`src/rtl/reg_write_arbiter.sv`:
```
`default_nettype none
// ============================================================================
// Module   : reg_write_arbiter
// Brief    : Round-robin arbiter sharing one WIDTH-bit register among N_REQ writers.
// Revision : 1.0
// ============================================================================
module reg_write_arbiter #(
    parameter int WIDTH = 32,
    parameter int N_REQ = 4,
    parameter int IDXW  = 2
) (
    input  logic                   clk,
    input  logic                   reset,
    input  logic [N_REQ-1:0]       req,
    input  logic [N_REQ*WIDTH-1:0] wdata,
    output logic [N_REQ-1:0]       grant,
    output logic [N_REQ-1:0]       ack,
    output logic [WIDTH-1:0]       q,
    output logic                   q_valid,
    output logic [IDXW-1:0]        owner,
    output logic                   busy,
    output logic [7:0]             wr_count
);

    typedef enum logic [1:0] {
        S_IDLE  = 2'd0,
        S_GRANT = 2'd1,
        S_ACK   = 2'd2
    } state_t;

    state_t           r_state;
    state_t           w_state_nxt;
    logic [IDXW-1:0]  r_winner;
    logic [IDXW-1:0]  r_ptr;
    logic [IDXW-1:0]  w_sel;
    logic [IDXW-1:0]  w_ptr_nxt;
    logic             w_any;
    logic             w_load;
    int               w_idx;
    logic [N_REQ-1:0] w_onehot;
    logic [WIDTH-1:0] r_q;
    logic             r_q_valid;
    logic [IDXW-1:0]  r_owner;
    logic [7:0]       r_wr_count;

    // Walk the search order backwards so the lowest offset from r_ptr wins.
    always_comb begin
        w_sel = r_ptr;
        w_any = 1'b0;
        w_idx = 0;
        for (int i = N_REQ - 1; i >= 0; i--) begin
            w_idx = int'(r_ptr) + i;
            if (w_idx >= N_REQ) begin
                w_idx = w_idx - N_REQ;
            end
            if (req[w_idx]) begin
                w_sel = IDXW'(w_idx);
                w_any = 1'b1;
            end
        end
    end

    assign w_onehot  = {{(N_REQ-1){1'b0}}, 1'b1} << r_winner;
    assign w_ptr_nxt = (r_winner == IDXW'(N_REQ - 1)) ? '0 : r_winner + IDXW'(1);

    always_ff @(posedge clk or posedge reset) begin
        if (reset) begin
            r_state <= S_IDLE;
        end else begin
            r_state <= w_state_nxt;
        end
    end

    always_comb begin
        w_state_nxt = r_state;
        w_load      = 1'b0;
        grant       = '0;
        ack         = '0;
        busy        = 1'b0;
        case (r_state)
            S_IDLE: begin
                if (w_any) begin
                    w_state_nxt = S_GRANT;
                end
            end
            S_GRANT: begin
                grant = w_onehot;
                busy  = 1'b1;
                // A requester that drops its request here aborts the write.
                if (req[r_winner]) begin
                    w_load      = 1'b1;
                    w_state_nxt = S_ACK;
                end else begin
                    w_state_nxt = S_IDLE;
                end
            end
            S_ACK: begin
                ack         = w_onehot;
                busy        = 1'b1;
                w_state_nxt = S_IDLE;
            end
            default: begin
                w_state_nxt = S_IDLE;
            end
        endcase
    end

    always_ff @(posedge clk or posedge reset) begin
        if (reset) begin
            r_winner   <= '0;
            r_ptr      <= '0;
            r_q        <= '0;
            r_q_valid  <= 1'b0;
            r_owner    <= '0;
            r_wr_count <= 8'd0;
        end else begin
            if (r_state == S_IDLE && w_any) begin
                r_winner <= w_sel;
            end
            if (w_load) begin
                r_q        <= wdata[r_winner*WIDTH +: WIDTH];
                r_q_valid  <= 1'b1;
                r_owner    <= r_winner;
                r_ptr      <= w_ptr_nxt;
                r_wr_count <= r_wr_count + 8'd1;
            end
        end
    end

    assign q        = r_q;
    assign q_valid  = r_q_valid;
    assign owner    = r_owner;
    assign wr_count = r_wr_count;

endmodule
`default_nettype wire
```
`config.mk`:
```
export PLATFORM = sky130hd
export DESIGN_NAME = reg_write_arbiter
export DESIGN_NICKNAME = d
export VERILOG_FILES = /design/src/rtl/reg_write_arbiter.sv
export SDC_FILE = /design/constraint.sdc
export NUM_CORES = 1
export LEC_CHECK = 0
export CORE_UTILIZATION = 40
export CTS_BUF_LIST = sky130_fd_sc_hd__clkbuf_16
export CTS_CLUSTER_DIAMETER = 200
export DETAILED_ROUTE_END_ITERATION = 16
export GPL_TIMING_DRIVEN = 0
export PLACE_DENSITY = 0.86
export SETUP_SLACK_MARGIN = 0.15
export SLEW_MARGIN = 20
export SYNTH_ARGS = -nofsm -noshare
export SYNTH_HDL_FRONTEND = slang
export SYNTH_SLANG_ARGS = --single-unit
```
`constraint.sdc`:
```
create_clock -name clk -period 4.8 [get_ports clk]
set_input_delay 0.96 -clock clk [delete_from_list [all_inputs] [get_ports clk]]
set_output_delay 0.96 -clock clk [all_outputs]
set_load 0.05 [all_outputs]
```
# Word-level counts from Yosys, hierarchy flattened
# Cells that the tools add are included.
[totals] rom_bits=0 wordCells=69 in_bits=134 memories=0 output_inout_bits=52 ff_bits=49 latchBits=0 ramBits=0
[op_classes] n_mul=0 mux=35 div=0 n_lt_le_gt_ge=9 n_bitwise=0 n_addsub=9 reduce_logical=3 eq_ne=4 shift=2
[op_table] op="32-bit by 4-bit < comparator with 1-bit output, second input constant" n=4
[op_table] op="32-bit two-way mux" n=4
[op_table] op="128-bit by 8-bit indexed part select with 32-bit output" n=1
[op_table] op="1-bit two-way mux" n=16
[op_table] op="2-bit two-way mux" n=7
[op_table] op="3-bit by 3-bit subtractor with 4-bit output, second input constant" n=3
[op_table] op="1-bit binary-select mux with 2-bit select" n=5
[op_table] op="3-bit greater-or-equal comparator, second input constant" n=3
[op_table] op="8-bit by 1-bit adder with 8-bit output, second input constant" n=1
[op_table] op="4-bit two-way mux" n=2
[op_table] op="2-bit by 2-bit adder with 3-bit output, second input constant" n=2
[op_table] op="2-bit equality test, second input constant" n=2
[op_table] op="2-bit case mux with 2 select lines" n=1
[op_table] op="1-bit by 2-bit << shifter with 4-bit output, first input constant" n=1
[op_table] op="2-bit by 3-bit subtractor with 4-bit output, second input constant" n=1
[op_table] op="2-bit by 1-bit adder with 3-bit output, second input constant" n=1
[op_table] op="2-bit by 3-bit greater-or-equal comparator with 1-bit output, second input constant" n=1
[op_table] op="2-bit by 3-bit < comparator with 1-bit output, second input constant" n=1
[op_table] op="2-bit by 1-bit adder with 2-bit output, second input constant" n=1
[op_table] op="2-bit by 1-bit equality test with 1-bit output, second input constant" n=1
[op_table] op="2-bit zero test" n=1
[op_table] op="2-bit != test, second input constant" n=1
[op_table] op="2-bit OR reduction" n=1
[op_table] op="1-bit logical AND" n=1

# Logic depth before layout (Yosys ltp)
[logic_depth] ltp_word=12 mapped_depth=7 mapped_depth_nobuf=6

# Least setup slack after synthesis
# Ideal clock, no wire load.
[synth_path] path_type="reg-to-output" start="reg r_winner[1]" end="out grant[0]" path_stages_with_launch=6 n_path_buf=2 slack_ns=2.389 t_arrival_ns=1.451 required_time_ns=3.840 cell_sequence="dfrtp_1 -> buf_2 -> buf_1 -> inv_1 -> ha_1 -> and2_1"
[synth_between] elab_chain_cells=2
[synth_rtl] element="from (decl)" line_no="33" source="logic [IDXW-1:0] r_winner;"
[synth_rtl] element="from (signal assigned)" line_no="118" source="r_winner <= w_sel;"
[synth_rtl] element="1-bit by 2-bit << shifter with 4-bit output" line_no="63" source="assign w_onehot = {{(N_REQ-1){1'b0}}, 1'b1} << r_winner;"
[synth_rtl] element="4-bit two-way mux" line_no="80" source="case (r_state)"
[synth_rtl] element="to (decl)" line_no="16" source="output logic [N_REQ-1:0] grant,"
# Every way passes these cells.

# Final worst setup path
# Ends and elaborated chain as after synthesis.

==> flow_metrics.py <==
metrics = {
    "worst_setup_path": {
        "crit_chain": "buf_2 > buf_1 > inv_1 > ha_1 > and2_1 > clkdlybuf4s50_1",
        "path_max_fanout": 10,
        "cp_slowest_cell": "clkdlybuf4s50_1",
        "reg2reg_from": "r_winner[1]",
        "rrSetupSlack_ns": 2.83,
        "arrival_ns": 2.63,
        "r2r_cells": 5,
        "endpoint_kind": "primary output",
        "r2r_end": "r_ptr[1]",
        "cp.required_ns": 3.84,
        "startpoint_type": "register",
        "worst_path_largest_cell_delay_ns": 0.69,
        "path_class": "reg -> out",
        "crit_family": "buffers and inverters",
        "critPathBufInv": 4,
    },
    "yosys": {
        "ys_seq_area_share_pct": 41.8,
        "synth_warnings": 0,
        "postSynthCellCount": 197,
        "synth.area.top_cells": "dfrtp_1 (42%), mux4_2 (23%), mux2_2 (14%)",
        "synthDominantCellAreaShare_pct": 41.8,
        "yosysTopAreaCell": "dfrtp_1",
        "syn_area_um2": 2930,
        "synth_area_per_cell_um2": 14.9,
        "synth-seq-cells": 49,
        "syn_nets": 339,
        "synth_cell_types": 34,
    },
    "clock_network": {
        "cts-resized-gates": 0,
        "cts_tree": "built",
        "clock_latency_ns": 0.27,
        "clk_pin_slew_ns": 0.06,
        "hold_buffers": 0,
        "clock-sinks": 49,
        "cts_root_buf": "clkbuf_16",
        "cts_setup_buffers": 0,
        "cts_buffer_depth": 2,
        "cts_made_buffers": 5,
        "htree_levels": 2,
    },
    "min_path": {
        "hold_path_class": "reg -> reg",
        "hold_end": "wr_count[7]",
        "worstHoldPathCells": 1,
        "hp-start": "wr_count[7]",
    },
    "layout": {
        "final_layout_size_suffix_gt1_share_pct": 22.5,
        "antenna_cells": 0,
        "fin_nets": 532,
        "areaGrowthSynthToFinish_pct": 72.6,
        "design_area_um2": 5060,
        "instances_no_fill": 487,
    },
    "power_and_ir_drop": {
        "power_density_nw_per_um2": 634,
        "ir_drop_mv": 0.421,
        "clkPwrFrac_pct": 10.2,
        "switching_share_pct": 45.3,
        "leakage_uw": 0.00198,
        "p_switching_uw": 1450,
        "seq_power_share_pct": 23.0,
        "combPwrFrac_pct": 66.8,
        "power_uw": 3210,
        "intPower_uw": 1760,
    },
    "sta": {
        "finalCriticalPeriod_ns": 3.59,
        "rsz0062_at_grt": "no",
        "setup_viol_count_final": 0,
        "fin_skew_ns": 0.00494,
        "fin_crit_sh_pct": 74.7,
        "worstMarginPinSlew_ns": 0.648,
        "slew_headroom_pct": 56.8,
        "slew_violations": 0,
        "tns_ns": 0,
        "timing.fmax_mhz": 279,
        "hold_viol_final": 0,
    },
    "placement": {
        "placed_cell_area_um2": 4930,
        "place_inst": 479,
        "gp_congestion": 0.872,
        "io_buffers": 185,
        "place_hpwl_um": 6990,
    },
    "grt": {
        "grt-ovfl-total": 0,
        "grt_pass1_wl_um": 13100,
        "grt_pass1_vias": 2726,
        "grt_use_total_pct": 22.3,
        "grt_max_degree": 32,
        "antenna_found_initial": 0,
    },
    "run_status": {
        "outcome": "finished, final reports clean",
    },
    "detailed_routing": {
        "vias": 2517,
        "drtIter0Drc": 37,
        "finalWirelength_um": 8450,
        "wl_met1_um": 3180,
        "via_per_inst": 5.17,
        "routed.top_layer": "met4",
        "wl_per_cell_um": 17.4,
        "drtPass1Iterations": 4,
        "detail-route-antenna-nets": 0,
        "drc_errors": 0,
        "met3_length_um": 709,
        "route.met2.wl_um": 4440,
    },
    "floorplan": {
        "std_cell_rows": 30,
        "start_util_pct": 42.3,
        "coreArea_um2": 6940,
        "die_w_um": 87.6,
        "die_h_um": 87.6,
        "io_pins": 186,
        "die-area_um2": 7680,
    },
    "run": {
        "max-cap-violations": 0,
    },
}
==> Yosys cell counts <==
cell and instances:
o2bb2ai_1 1, and3_1 1, dfrtp_1 49, and4_1 2
a31o_2 1, mux2i_2 1, nand3_1 3, xnor2_1 6
a21oi_1 3, or2_2 1, inv_1 8, a221oi_1 1
o21ai_0 3, mux2_2 36, ha_1 8, a2111oi_0 1
nor2_1 3, nand2_1 6, o2bb2ai_4 1, nor3b_1 1
buf_1 2, mux4_1 2, clkbuf_1 1, buf_6 5
and2_1 8, nor2b_1 2, nand2b_1 1, mux4_2 30
xor2_1 1, a21boi_0 1, nand4_1 2, buf_2 4
o31ai_1 1, nor4_1 1
==> registers in the layout, indices dropped and copies added, names as in the netlist <==
name and cells:
owner 2, q 32, q_valid 1, r_ptr 2, r_state 2, r_winner 2
wr_count 8
==> cell type report <==
cell class | instances | area (um2)
buffer | 12 | 87.6
clock buffer | 5 | 125
inverter | 8 | 30.0
sequential | 49 | 1230
multi-input combinational | 128 | 1590
tap | 96 | 120
fill | 495 | 1880
timing repair buffer | 186 | 1870
clock inverter | 3 | 13.8
==> power groups by stage <==
stage	Clock, uW	Sequential (uW)	Combinational (uW)
2_1_floorplan	0	1320	902
3_3_place_gp	0	732	2130
3_5_place_dp	0	750	2170
4_1_cts	336	742	2170
5_1_grt	352	771	2270
6_report	326	740	2140
==> cells in the final DEF, fill, tap and decap left out, drive strengths merged, types with 2 or more instances in the layout <==
master / n
clkdlybuf4s50: 185
nand2: 6
and2: 8
o21ai: 3
nor2: 3
dfrtp: 49
ha: 8
nand4: 2
and4: 2
inv: 9
mux2: 36
o2bb2ai: 2
nor2b: 2
clkbuf: 6
a21oi: 3
clkinv: 2
buf: 12
mux4: 32
xnor2: 6
nand3: 3
==> how the worst max path moves through the flow <==
stage | startpoint | to | slack (ns) | cells after the start
global route | r_winner[1] | grant[0] | 1.05 | 6
CTS | r_winner[1] | grant[0] | 1.18 | 6
floorplan | r_winner[1] | grant[0] | 2.39 | 5
global placement | r_winner[1] | grant[0] | 1.51 | 6
detailed placement | r_winner[1] | grant[0] | 1.49 | 6
finish | r_winner[1] | grant[0] | 1.21 | 6
==> metrics by stage <==
| stage | hold WS (ns) | setup slack [ns] | util (%) |
|---|---|---|---|
| after floorplan | 0.509 | 2.39 | - |
| after global placement | 0.459 | 1.51 | 70.6 |
| after detailed placement | 0.466 | 1.49 | 70.9 |
| after CTS | 0.474 | 1.18 | 72.9 |
| after global routing | 0.500 | 1.05 | 72.9 |
| final | 0.469 | 1.21 | 72.9 |
==> metal layers <==
metal  up-vias  GRT usage (%)
li1       1145              -
met1      1239           26.0
met2       121           41.0
met3        12           5.84
met4         0           4.92
met5         -              0
==> logic make-up after synthesis <==
logic type | after synthesis | synth area share, %
mux | 69 | 39.1
flops | 49 | 41.8
simple gates | 31 | 5.93
buf+inv | 20 | 4.01
compound gates | 13 | 3.67
fa+ha+maj | 8 | 3.41
xor+xnor | 7 | 2.09
No activity file was read; power rests on OpenSTA's default activity.
